$ cat src/rtl/exp_softmax_ctrl_pkg.sv
// Shared types and constants for the exp/softmax controller: FSM states,
// Q-format widths and the e^-k scale table.
package exp_softmax_ctrl_pkg;

  localparam int DATA_W     = 16;
  localparam int FRAC_W     = 11;
  localparam int SCALE_W    = 17;
  localparam int SCALE_FRAC = 16;
  localparam int K_MAX      = 8;
  localparam int K_W        = 4;

  typedef enum logic [1:0] {
    ST_IDLE,
    ST_LOAD,
    ST_DRAIN,
    ST_DONE
  } state_t;

  // round(e^-k * 65536), k = 0..K_MAX, Q1.16
  localparam logic [SCALE_W-1:0] SCALE_ROM [0:K_MAX] = '{
    17'd65536, 17'd24109, 17'd8869, 17'd3263, 17'd1200,
    17'd442,   17'd162,   17'd60,   17'd22
  };

endpackage

$ cat src/rtl/exp_softmax_ctrl_if.sv
// Input score stream and output e^x stream of the controller.
interface exp_softmax_ctrl_if #(
  parameter int DWIDTH = 16
);
  logic              in_valid;
  logic              in_ready;
  logic [DWIDTH-1:0] in_data;
  logic              out_valid;
  logic              out_ready;
  logic [DWIDTH-1:0] out_data;
  logic              out_last;

  modport slave (
    input  in_valid, in_data, out_ready,
    output in_ready, out_valid, out_data, out_last
  );

  modport master (
    output in_valid, in_data, out_ready,
    input  in_ready, out_valid, out_data, out_last
  );
endinterface

$ cat src/rtl/exp_softmax_ctrl_exp_scale_rom.sv
// Integer-part scale lookup: k -> round(e^-k) in Q1.16, zero beyond K_MAX.
module exp_scale_rom
  import exp_softmax_ctrl_pkg::*;
(
  input  logic [K_W-1:0]     k,
  output logic [SCALE_W-1:0] scale
);

  localparam int ROM_DEPTH = 1 << K_W;

  logic [SCALE_W-1:0] rom [ROM_DEPTH];

  for (genvar gi = 0; gi < ROM_DEPTH; gi++) begin : g_rom
    if (gi <= K_MAX) begin : g_val
      assign rom[gi] = SCALE_ROM[gi];
    end else begin : g_zero
      assign rom[gi] = '0;
    end
  end

  assign scale = rom[k];

endmodule

$ cat src/rtl/exp_softmax_ctrl.sv
// Streams e^x for a vector of Q4.11 scores through an external 2-stage exp
// unit, rescales by e^n, and keeps a running sum of delivered results.
module exp_softmax_ctrl
  import exp_softmax_ctrl_pkg::*;
#(
  parameter int DWIDTH   = 16,
  parameter int FRAC_BIT = 11,
  parameter int LEN_W    = 7
) (
  input  logic                    clk,
  input  logic                    rst,
  input  logic                    start,
  input  logic [LEN_W-1:0]        len,
  output logic                    busy,
  output logic                    done,
  output logic [DWIDTH+LEN_W-1:0] sum,
  output logic                    exp_en,
  output logic [FRAC_BIT-1:0]     exp_frac,
  input  logic [DWIDTH-1:0]       exp_out,
  exp_softmax_ctrl_if.slave       strm
);

  localparam int IW = DWIDTH - FRAC_BIT;
  localparam int SW = DWIDTH + LEN_W;
  localparam int PW = DWIDTH + SCALE_W;

  state_t             state_reg;
  logic [LEN_W-1:0]   len_reg, acc_cnt_reg, dlv_cnt_reg;
  logic [SW-1:0]      sum_reg;
  logic               busy_reg, done_reg;
  logic               s1_valid_reg, s2_valid_reg, s1_uf_reg, s2_uf_reg;
  logic [K_W-1:0]     s1_k_reg, s2_k_reg;
  logic               out_valid_reg;
  logic [DWIDTH-1:0]  out_data_reg;

  logic               adv, accept, handshake, x_neg, uf_in;
  logic [IW-1:0]      k_wide, k_in;
  logic [K_W-1:0]     k_clamp;
  logic [SCALE_W-1:0] scale;
  logic [PW-1:0]      prod;
  logic [DWIDTH-1:0]  out_next;

  assign adv       = !out_valid_reg || strm.out_ready;
  assign exp_en    = adv;
  assign strm.in_ready = (state_reg == ST_LOAD) && (acc_cnt_reg < len_reg) && adv;
  assign accept    = strm.in_valid && strm.in_ready;
  assign handshake = out_valid_reg && strm.out_ready;

  // n = floor(x) is negative for negative x, so k = -n; positive x clamps to 0
  assign x_neg    = strm.in_data[DWIDTH-1];
  assign k_wide   = ~strm.in_data[DWIDTH-1:FRAC_BIT] + IW'(1);
  assign k_in     = x_neg ? k_wide : '0;
  assign uf_in    = int'(k_in) > K_MAX;
  assign k_clamp  = uf_in ? K_W'(K_MAX) : k_in[K_W-1:0];
  assign exp_frac = (accept && x_neg) ? strm.in_data[FRAC_BIT-1:0] : '0;

  exp_scale_rom u_scale_rom (
    .k     (s2_k_reg),
    .scale (scale)
  );

  assign prod     = PW'(exp_out) * PW'(scale);
  assign out_next = (s2_valid_reg && !s2_uf_reg) ? DWIDTH'(prod >> SCALE_FRAC) : '0;

  // Sideband stages move only with exp_en so they stay aligned with exp_out
  always_ff @(posedge clk) begin
    if (rst) begin
      s1_valid_reg  <= 1'b0;
      s2_valid_reg  <= 1'b0;
      s1_uf_reg     <= 1'b0;
      s2_uf_reg     <= 1'b0;
      s1_k_reg      <= '0;
      s2_k_reg      <= '0;
      out_valid_reg <= 1'b0;
      out_data_reg  <= '0;
    end else if (adv) begin
      s1_valid_reg  <= accept;
      s1_uf_reg     <= uf_in;
      s1_k_reg      <= k_clamp;
      s2_valid_reg  <= s1_valid_reg;
      s2_uf_reg     <= s1_uf_reg;
      s2_k_reg      <= s1_k_reg;
      out_valid_reg <= s2_valid_reg;
      out_data_reg  <= out_next;
    end
  end

  always_ff @(posedge clk) begin
    if (rst) begin
      state_reg   <= ST_IDLE;
      len_reg     <= '0;
      acc_cnt_reg <= '0;
      dlv_cnt_reg <= '0;
      sum_reg     <= '0;
      busy_reg    <= 1'b0;
      done_reg    <= 1'b0;
    end else begin
      done_reg <= 1'b0;
      if (accept) acc_cnt_reg <= acc_cnt_reg + LEN_W'(1);
      if (handshake) begin
        dlv_cnt_reg <= dlv_cnt_reg + LEN_W'(1);
        sum_reg     <= sum_reg + SW'(out_data_reg);
      end
      case (state_reg)
        ST_IDLE: begin
          if (start) begin
            len_reg     <= len;
            acc_cnt_reg <= '0;
            dlv_cnt_reg <= '0;
            sum_reg     <= '0;
            busy_reg    <= 1'b1;
            if (len == '0) begin
              state_reg <= ST_DONE;
              done_reg  <= 1'b1;
            end else begin
              state_reg <= ST_LOAD;
            end
          end
        end
        ST_LOAD: begin
          if (accept && acc_cnt_reg == len_reg - LEN_W'(1)) state_reg <= ST_DRAIN;
        end
        ST_DRAIN: begin
          if (handshake && dlv_cnt_reg == len_reg - LEN_W'(1)) begin
            state_reg <= ST_DONE;
            done_reg  <= 1'b1;
          end
        end
        ST_DONE: begin
          state_reg <= ST_IDLE;
          busy_reg  <= 1'b0;
        end
        default: state_reg <= ST_IDLE;
      endcase
    end
  end

  assign strm.out_valid = out_valid_reg;
  assign strm.out_data  = out_data_reg;
  assign strm.out_last  = out_valid_reg && (dlv_cnt_reg == len_reg - LEN_W'(1));
  assign sum  = sum_reg;
  assign busy = busy_reg;
  assign done = done_reg;

endmodule

$ cat src/flat_wrapper.sv
// flat-port wrapper written by rule: the top's interface ports become plain ports
module exp_softmax_ctrl_flat import exp_softmax_ctrl_pkg::*;
#(
  parameter int DWIDTH   = 16,
  parameter int FRAC_BIT = 11,
  parameter int LEN_W    = 7
)
  (clk, rst, start, len, busy, done, sum, exp_en, exp_frac, exp_out, strm_in_valid, strm_in_data, strm_out_ready, strm_in_ready, strm_out_valid, strm_out_data, strm_out_last);
  exp_softmax_ctrl_if #(.DWIDTH(DWIDTH)) strm_i ();
  input  logic clk;
  input  logic rst;
  input  logic start;
  input  logic [LEN_W-1:0] len;
  output logic busy;
  output logic done;
  output logic [DWIDTH+LEN_W-1:0] sum;
  output logic exp_en;
  output logic [FRAC_BIT-1:0] exp_frac;
  input  logic [DWIDTH-1:0] exp_out;
  input wire logic [$bits(strm_i.in_valid)-1:0] strm_in_valid;
  input wire logic [$bits(strm_i.in_data)-1:0] strm_in_data;
  input wire logic [$bits(strm_i.out_ready)-1:0] strm_out_ready;
  output wire logic [$bits(strm_i.in_ready)-1:0] strm_in_ready;
  output wire logic [$bits(strm_i.out_valid)-1:0] strm_out_valid;
  output wire logic [$bits(strm_i.out_data)-1:0] strm_out_data;
  output wire logic [$bits(strm_i.out_last)-1:0] strm_out_last;
  assign strm_i.in_valid = strm_in_valid;
  assign strm_i.in_data = strm_in_data;
  assign strm_i.out_ready = strm_out_ready;
  assign strm_in_ready = strm_i.in_ready;
  assign strm_out_valid = strm_i.out_valid;
  assign strm_out_data = strm_i.out_data;
  assign strm_out_last = strm_i.out_last;
  exp_softmax_ctrl #(.DWIDTH(DWIDTH), .FRAC_BIT(FRAC_BIT), .LEN_W(LEN_W)) u_core (.clk(clk), .rst(rst), .start(start), .len(len), .busy(busy), .done(done), .sum(sum), .exp_en(exp_en), .exp_frac(exp_frac), .exp_out(exp_out), .strm(strm_i));
endmodule
$ cat config.mk
export PLATFORM = sky130hd
export DESIGN_NAME = exp_softmax_ctrl_flat
export DESIGN_NICKNAME = d
export VERILOG_FILES = /design/src/rtl/exp_softmax_ctrl_pkg.sv /design/src/rtl/exp_softmax_ctrl_if.sv /design/src/rtl/exp_softmax_ctrl_exp_scale_rom.sv /design/src/rtl/exp_softmax_ctrl.sv /design/src/flat_wrapper.sv
export SDC_FILE = /design/constraint.sdc
export NUM_CORES = 1
export LEC_CHECK = 0
export ABC_CLOCK_PERIOD_IN_PS = 7400
export CORE_ASPECT_RATIO = 0.8
export CORE_MARGIN = 4
export CORE_UTILIZATION = 60
export DETAILED_ROUTE_END_ITERATION = 12
export PLACE_DENSITY_LB_ADDON = 0.25
export SLEW_MARGIN = 20
export SYNTH_ARGS = -nofsm -noshare
export SYNTH_HDL_FRONTEND = slang
export SYNTH_HIERARCHICAL = 1
export SYNTH_SLANG_ARGS = --single-unit
$ cat constraint.sdc
create_clock -name clk -period 7.4 [get_ports clk]
set_clock_uncertainty 0.1 [all_clocks]
set_input_delay 0.74 -clock clk [delete_from_list [all_inputs] [get_ports clk]]
set_output_delay 0.74 -clock clk [all_outputs]
set_load 0.05 [all_outputs]
After elaboration in Yosys (flattened, before gate mapping)
Memories as Yosys holds them, arrays and structs flattened.
Index checks and enable logic that the tools add are counted.
{"block": "classes", "n_addsub": 5, "mul": 1, "n_lt_le_gt_ge": 3, "n_eq_ne": 8, "mux": 26, "n_bitwise": 2, "reduce_logical": 18}
{"operator": "23-bit 2-to-1 mux", "n": 3}
{"operator": "7-bit 2-to-1 mux", "n": 6}
{"operator": "17-bit 2-to-1 mux", "n": 2}
{"operator": "16-bit by 17-bit multiplier with 32-bit output", "n": 1}
{"operator": "23-bit by 16-bit adder with 23-bit output", "n": 1}
{"operator": "16-bit 2-to-1 mux", "n": 1}
{"operator": "7-bit by 1-bit adder with 7-bit output (second input constant)", "n": 2}
{"operator": "7-bit == test", "n": 2}
{"operator": "11-bit 2-to-1 mux", "n": 1}
{"operator": "1-bit logical AND", "n": 9}
{"operator": "2-bit 2-to-1 mux", "n": 4}
{"operator": "2-bit case mux with 4 select lines", "n": 1}
{"operator": "7-bit logical NOT", "n": 1}
{"operator": "7-bit less-than comparator", "n": 1}
{"operator": "7-bit by 1-bit subtractor with 7-bit output (second input constant)", "n": 1}
{"operator": "5-bit by 1-bit adder with 5-bit output (second input constant)", "n": 1}
{"operator": "5-bit >= comparator (second input constant)", "n": 1}
{"operator": "5-bit by 4-bit greater-than comparator with 1-bit output (second input constant)", "n": 1}
{"operator": "5-bit 2-to-1 mux", "n": 1}
{"operator": "4-bit NOT with 5-bit output", "n": 1}
{"operator": "5-bit NOT", "n": 1}
{"operator": "2-bit == test (second input constant)", "n": 2}
{"operator": "1-bit 2-to-1 mux", "n": 4}
{"operator": "4-bit 2-to-1 mux", "n": 1}
{"operator": "other kinds (10)", "n": 14}
{"block": "word_totals", "ff_bits": 77, "mem_bits_ro": 272, "inputBits": 44, "memories": 1}
{"memory": "(no name shown)", "depth": 16, "word_bits": 17, "read_ports": 1, "rd_ports_with_merged_regs": 0, "wr": 0, "line": "exp_softmax_ctrl_exp_scale_rom.sv:21", "rtl": "assign scale = rom[k];"}

Longest topological paths before layout
{"block": "logic_depth", "ltp_word": 7, "depth_mapped": 26, "depth_no_buf": 25}

Hierarchy
The synthesis kept the hierarchy.
{"mod": "exp_softmax_ctrl", "n_inst": 1, "cells_per_inst": 1569, "area_per_inst_um2": 13123.8, "seq_area_each_um2": 1541.5}
{"mod": "exp_scale_rom", "n_inst": 1, "cells_per_inst": 38, "area_per_inst_um2": 284.0, "seq_area_each_um2": 0.0}

Worst setup path before layout
OpenSTA, ideal clock, no wires.
{"block": "synth_timing", "path_kind": "register -> register", "from": "register u_core.s2_k_reg[0]", "to": "register u_core.out_data_reg[11], in the netlist u_core/strm.out_data[11]", "setup_time_ns": 0.129, "t_arrival_ns": 6.388, "required_ns": 7.171, "slack_ns": 0.783, "stages_incl_launch_ff": 24, "synth_period_minus_slack_ns": 6.617, "cell_sequence": "dfxtp_1 -> inv_1 -> ha_1 -> mux2i_1 -> nor2_1 -> clkbuf_1 -> nand2_1 -> fa_1 -> fa_1 -> fa_1 -> fa_1 -> inv_1 -> fa_1 -> inv_1 -> fa_1 -> inv_1 -> ha_1 -> a21o_1 -> a31o_2 -> a2111oi_0 -> a21oi_1 -> o21ai_0 -> xor2_1 -> o21ai_0"}
{"block": "synth_between", "elab_chain_len": 6}
{"element": "start, declared", "line": "exp_softmax_ctrl.sv:32", "rtl": "logic [K_W-1:0] s1_k_reg, s2_k_reg;"}
{"element": "start signal, assigned", "line": "exp_softmax_ctrl.sv:82", "rtl": "s2_k_reg <= s1_k_reg;"}
{"element": "4-bit NOT with 5-bit output (not written as such)", "line": "exp_softmax_ctrl_exp_scale_rom.sv:21"}
{"element": "memory read 16 x 17 bit"}
{"element": "17-bit 2-to-1 mux (not written as such) (2 in a row)", "line": "exp_softmax_ctrl_exp_scale_rom.sv:21"}
{"element": "net u_core.scale[10]", "line": "exp_softmax_ctrl.sv:39", "rtl": "logic [SCALE_W-1:0] scale;"}
{"element": "16-bit by 17-bit multiplier with 32-bit output", "line": "exp_softmax_ctrl.sv:62", "rtl": "assign prod = PW'(exp_out) * PW'(scale);"}
{"element": "16-bit 2-to-1 mux", "line": "exp_softmax_ctrl.sv:63", "rtl": "assign out_next = (s2_valid_reg && !s2_uf_reg) ? DWIDTH'(prod >> SCALE_FRAC) : '0;"}
{"element": "end signal, assigned", "line": "exp_softmax_ctrl.sv:84", "rtl": "out_data_reg <= out_next;"}
{"element": "end, declared", "line": "exp_softmax_ctrl.sv:34", "rtl": "logic [DWIDTH-1:0] out_data_reg;"}
The timed path passes the listed nets, and every way through them passes these cells. The select of a mux whose other input is x is not followed.
A chain may end at the register's enable or synchronous reset.

Worst setup path after layout
{"block": "layout_timing", "from": "register u_core.s2_k_reg[0]", "to": "register u_core.out_data_reg[8], in the netlist u_core/strm.out_data[8]"}
Same word-level chain as after synthesis.

==> flow_summary.json <==
{
  "outcome": "complete, no violations",
  "drtAntennaViolNets": 0,
  "holdBufCountCts": 0,
  "final_cells": 1988,
  "core_area_um2": 21800,
  "r2r_slack_ns": 0.43,
  "final.setup.worst_slack_ns": 0.428,
  "fill_cells": 1773,
  "antenna_found_initial": 0,
  "die_h_um": 142,
  "numCtsBuffers": 9,
  "synth_warnings": 6,
  "wl_met1_mm": 14.5,
  "power-per-cell-area_nw_per_um2": 137,
  "synthDistinctLibCells": 69,
  "r2r.worst_path.cells": 24,
  "critPathMaxFanout": 14,
  "io_pins": 100,
  "cts.sinks": 77,
  "fin_crit_ns": 6.97,
  "post_cts_buffers": 0,
  "dr.pass1.iters": 5,
  "clk_pin_slew_ns": 0.06,
  "p_leak_nw": 7.11,
  "grtUsageTotal_pct": 26.1,
  "wl_per_cell_um": 15.8,
  "cp.required_ns": 7.53,
  "grt_pass1_wl_mm": 53.6,
  "insertion_delay_ns": 0.34,
  "n_antenna_cell": 0,
  "irDropWorstVdd_mv": 0.102,
  "startpoint": "u_core/s2_k_reg[0]$_SDFFE_PP0N_",
  "finalSetupTns_ns": 0,
  "dp_slack_ns": 0.189,
  "fp.dieW_um": 175,
  "overflow": 0,
  "holdCritPathClass": "flip-flop to flip-flop",
  "min_from": "u_core/s2_uf_reg$_SDFFE_PP0N_",
  "drtIter0Drc": 693,
  "rr_startpoint": "u_core/s2_k_reg[0]$_SDFFE_PP0N_",
  "clock-root-buffer": "clkbuf_16",
  "gp_congestion": 0.924,
  "die_area_um2": 24800,
  "area_growth_pct": 12.5,
  "max_cap_violations": 0,
  "via_count": 11100,
  "vias_per_cell": 5.59,
  "layout_commonest_cell": "inv_1",
  "tritoncts": "yes",
  "synthCells": 1607,
  "routed-wl-met2_mm": 14.3,
  "start_util_pct": 61.5,
  "max_slew_margin_pct": 28.4,
  "rows": 48,
  "largest_register_ffs": 23,
  "top_layer_used": "met4",
  "start_kind": "flip-flop",
  "synth-edff-count": 0,
  "async_flop_share_pct": 0,
  "cts_resized": 0,
  "layout_common_cells": "inv_1, nand2_1, fa_1, ha_1, and2_1",
  "whs_path_depth": 2,
  "syn_area_per_cell_um2": 8.34,
  "first_global_vias": 11000,
  "seq_area_frac_synth_pct": 11.5,
  "drc": 0,
  "synth_flop_cell": "dfxtp_1",
  "grt_max_degree": 37,
  "htree_levels": 3,
  "synth.cell_area_um2": 13400,
  "slew_violations": 0,
  "portBuffers": 99,
  "layout.nets": 2068,
  "path_class": "flip-flop to flip-flop",
  "setup-violations-final": 0,
  "dp.cells": 1972,
  "arrival_ns": 7.10,
  "end_kind": "flip-flop",
  "cts.path.max_buffers": 2,
  "drive_gt1_share_pct": 4.09,
  "grt_setup_unrepaired": "no",
  "hpwl_mm": 25.7,
  "synth-seq-cells": 77,
  "max_freq_ghz": 0.143,
  "tightest_slew_ns": 1.07,
  "routed_wirelength_mm": 31.4,
  "fin_crit_sh_pct": 94.2,
  "final_hold_viol_count": 0,
  "wl_met3_mm": 2.07
}
layout make-up:
| class | count | area, µm² | area share [%] |
|---|---|---|---|
| tap | 300 | 375 | 2.49 |
| clock inverter | 6 | 71.3 | 0.473 |
| inverter | 271 | 1020 | 6.74 |
| sequential | 77 | 1540 | 10.2 |
| timing repair buffer | 135 | 1260 | 8.36 |
| clock buffer | 10 | 239 | 1.58 |
| multi-input combinational | 1189 | 10600 | 70.1 |
per-stage QoR:
step | hold WS [ns] | utilization, % | power (mW) | instance area, µm²
after floorplan | 0.327 | - | 1.30 | 13400
after global placement | 0.338 | 67.7 | 1.57 | 14800
after detailed placement | 0.342 | 67.7 | 1.60 | 14800
after CTS | 0.353 | 69.1 | 2.06 | 15100
after global routing | 0.389 | 69.2 | 2.24 | 15100
final | 0.357 | 69.2 | 2.06 | 15100
where the power goes:
| part | switching (mW) | total, mW | internal, mW |
|---|---|---|---|
| logic | 0.692 | 1.15 | 0.461 |
| registers | 0.0221 | 0.452 | 0.430 |
| clock network | 0.181 | 0.453 | 0.272 |
| total | 0.895 | 2.06 | 1.16 |
logic make-up after synthesis:
family | count (synthesis) | synth area share (%)
adder cells (fa/ha/maj) | 341 | 43.4
AND/OR/NAND/NOR | 559 | 20.3
other | 1 | 0.0280
AO/OA/AOI/OAI | 224 | 10.7
XOR/XNOR | 57 | 3.83
buffers and inverters | 342 | 9.78
flip-flops | 77 | 11.5
multiplexers | 6 | 0.457
worst max-delay path, stage by stage, from the launching register on:
cell and delay, ns:
dfxtp_1 0.37, inv_1 0.14, ha_1 0.32, mux2i_1 0.12, nor2_1 0.24, buf_4 0.27
nand2_1 0.10, fa_1 0.50, fa_1 0.51, fa_1 0.53, inv_1 0.06, fa_1 0.51
fa_1 0.50, inv_1 0.06, fa_1 0.53, inv_1 0.04, ha_1 0.31, and3_1 0.20
nand3_1 0.08, or4_1 0.49, a211oi_1 0.31, buf_4 0.19, o21ai_0 0.12, mux2i_1 0.18
nand2_1 0.07
final timing paths:
kind | endpoint
hold / removal | u_core/s2_uf_reg$_SDFFE_PP0N_
setup / recovery | u_core/strm.out_data[8]$_SDFFE_PP0N_
hold reg to reg | u_core/s2_uf_reg$_SDFFE_PP0N_
setup reg to reg | u_core/strm.out_data[8]$_SDFFE_PP0N_
cells in the mapped netlist, types with 3 or more instances:
master     count  area, µm²
a2111oi_0      3       26.3
a211oi_1       8       60.1
a21o_1        21        158
a21oi_1       75        375
a22oi_1        6       45.0
a31o_2         4       35.0
a31oi_1       10       62.6
and2_1       129        807
and3_1        24        150
and4_1         5       43.8
buf_1          3       11.3
buf_4          3       22.5
clkbuf_1      62        233
dfxtp_1       77       1540
fa_1         207       4140
ha_1         134       1680
inv_1        270       1010
mux2i_1        5       50.1
nand2_1      252        946
nand2b_1       7       43.8
nand3_1       18       90.1
nand3b_1       4       30.0
nand4_1       11       68.8
nor2_1        65        244
nor2b_1        6       37.5
nor3_1        13       65.1
nor4_1         3       18.8
o2111ai_1      3       26.3
o211ai_1       6       45.0
o21a_1        13       97.6
o21ai_0       43        215
o21bai_1       4       30.0
o31ai_1        3       22.5
or3_1          8       50.1
or4_1          5       37.5
xnor2_1       34        298
xor2_1        22        193
routing by layer:
metal	GRT usage, %	vias up
met2	42.0	361
met1	37.8	5467
met4	4.38	0
met5	0	-
li1	-	5245
met3	4.74	39
Power figures use the tool's default switching activity.
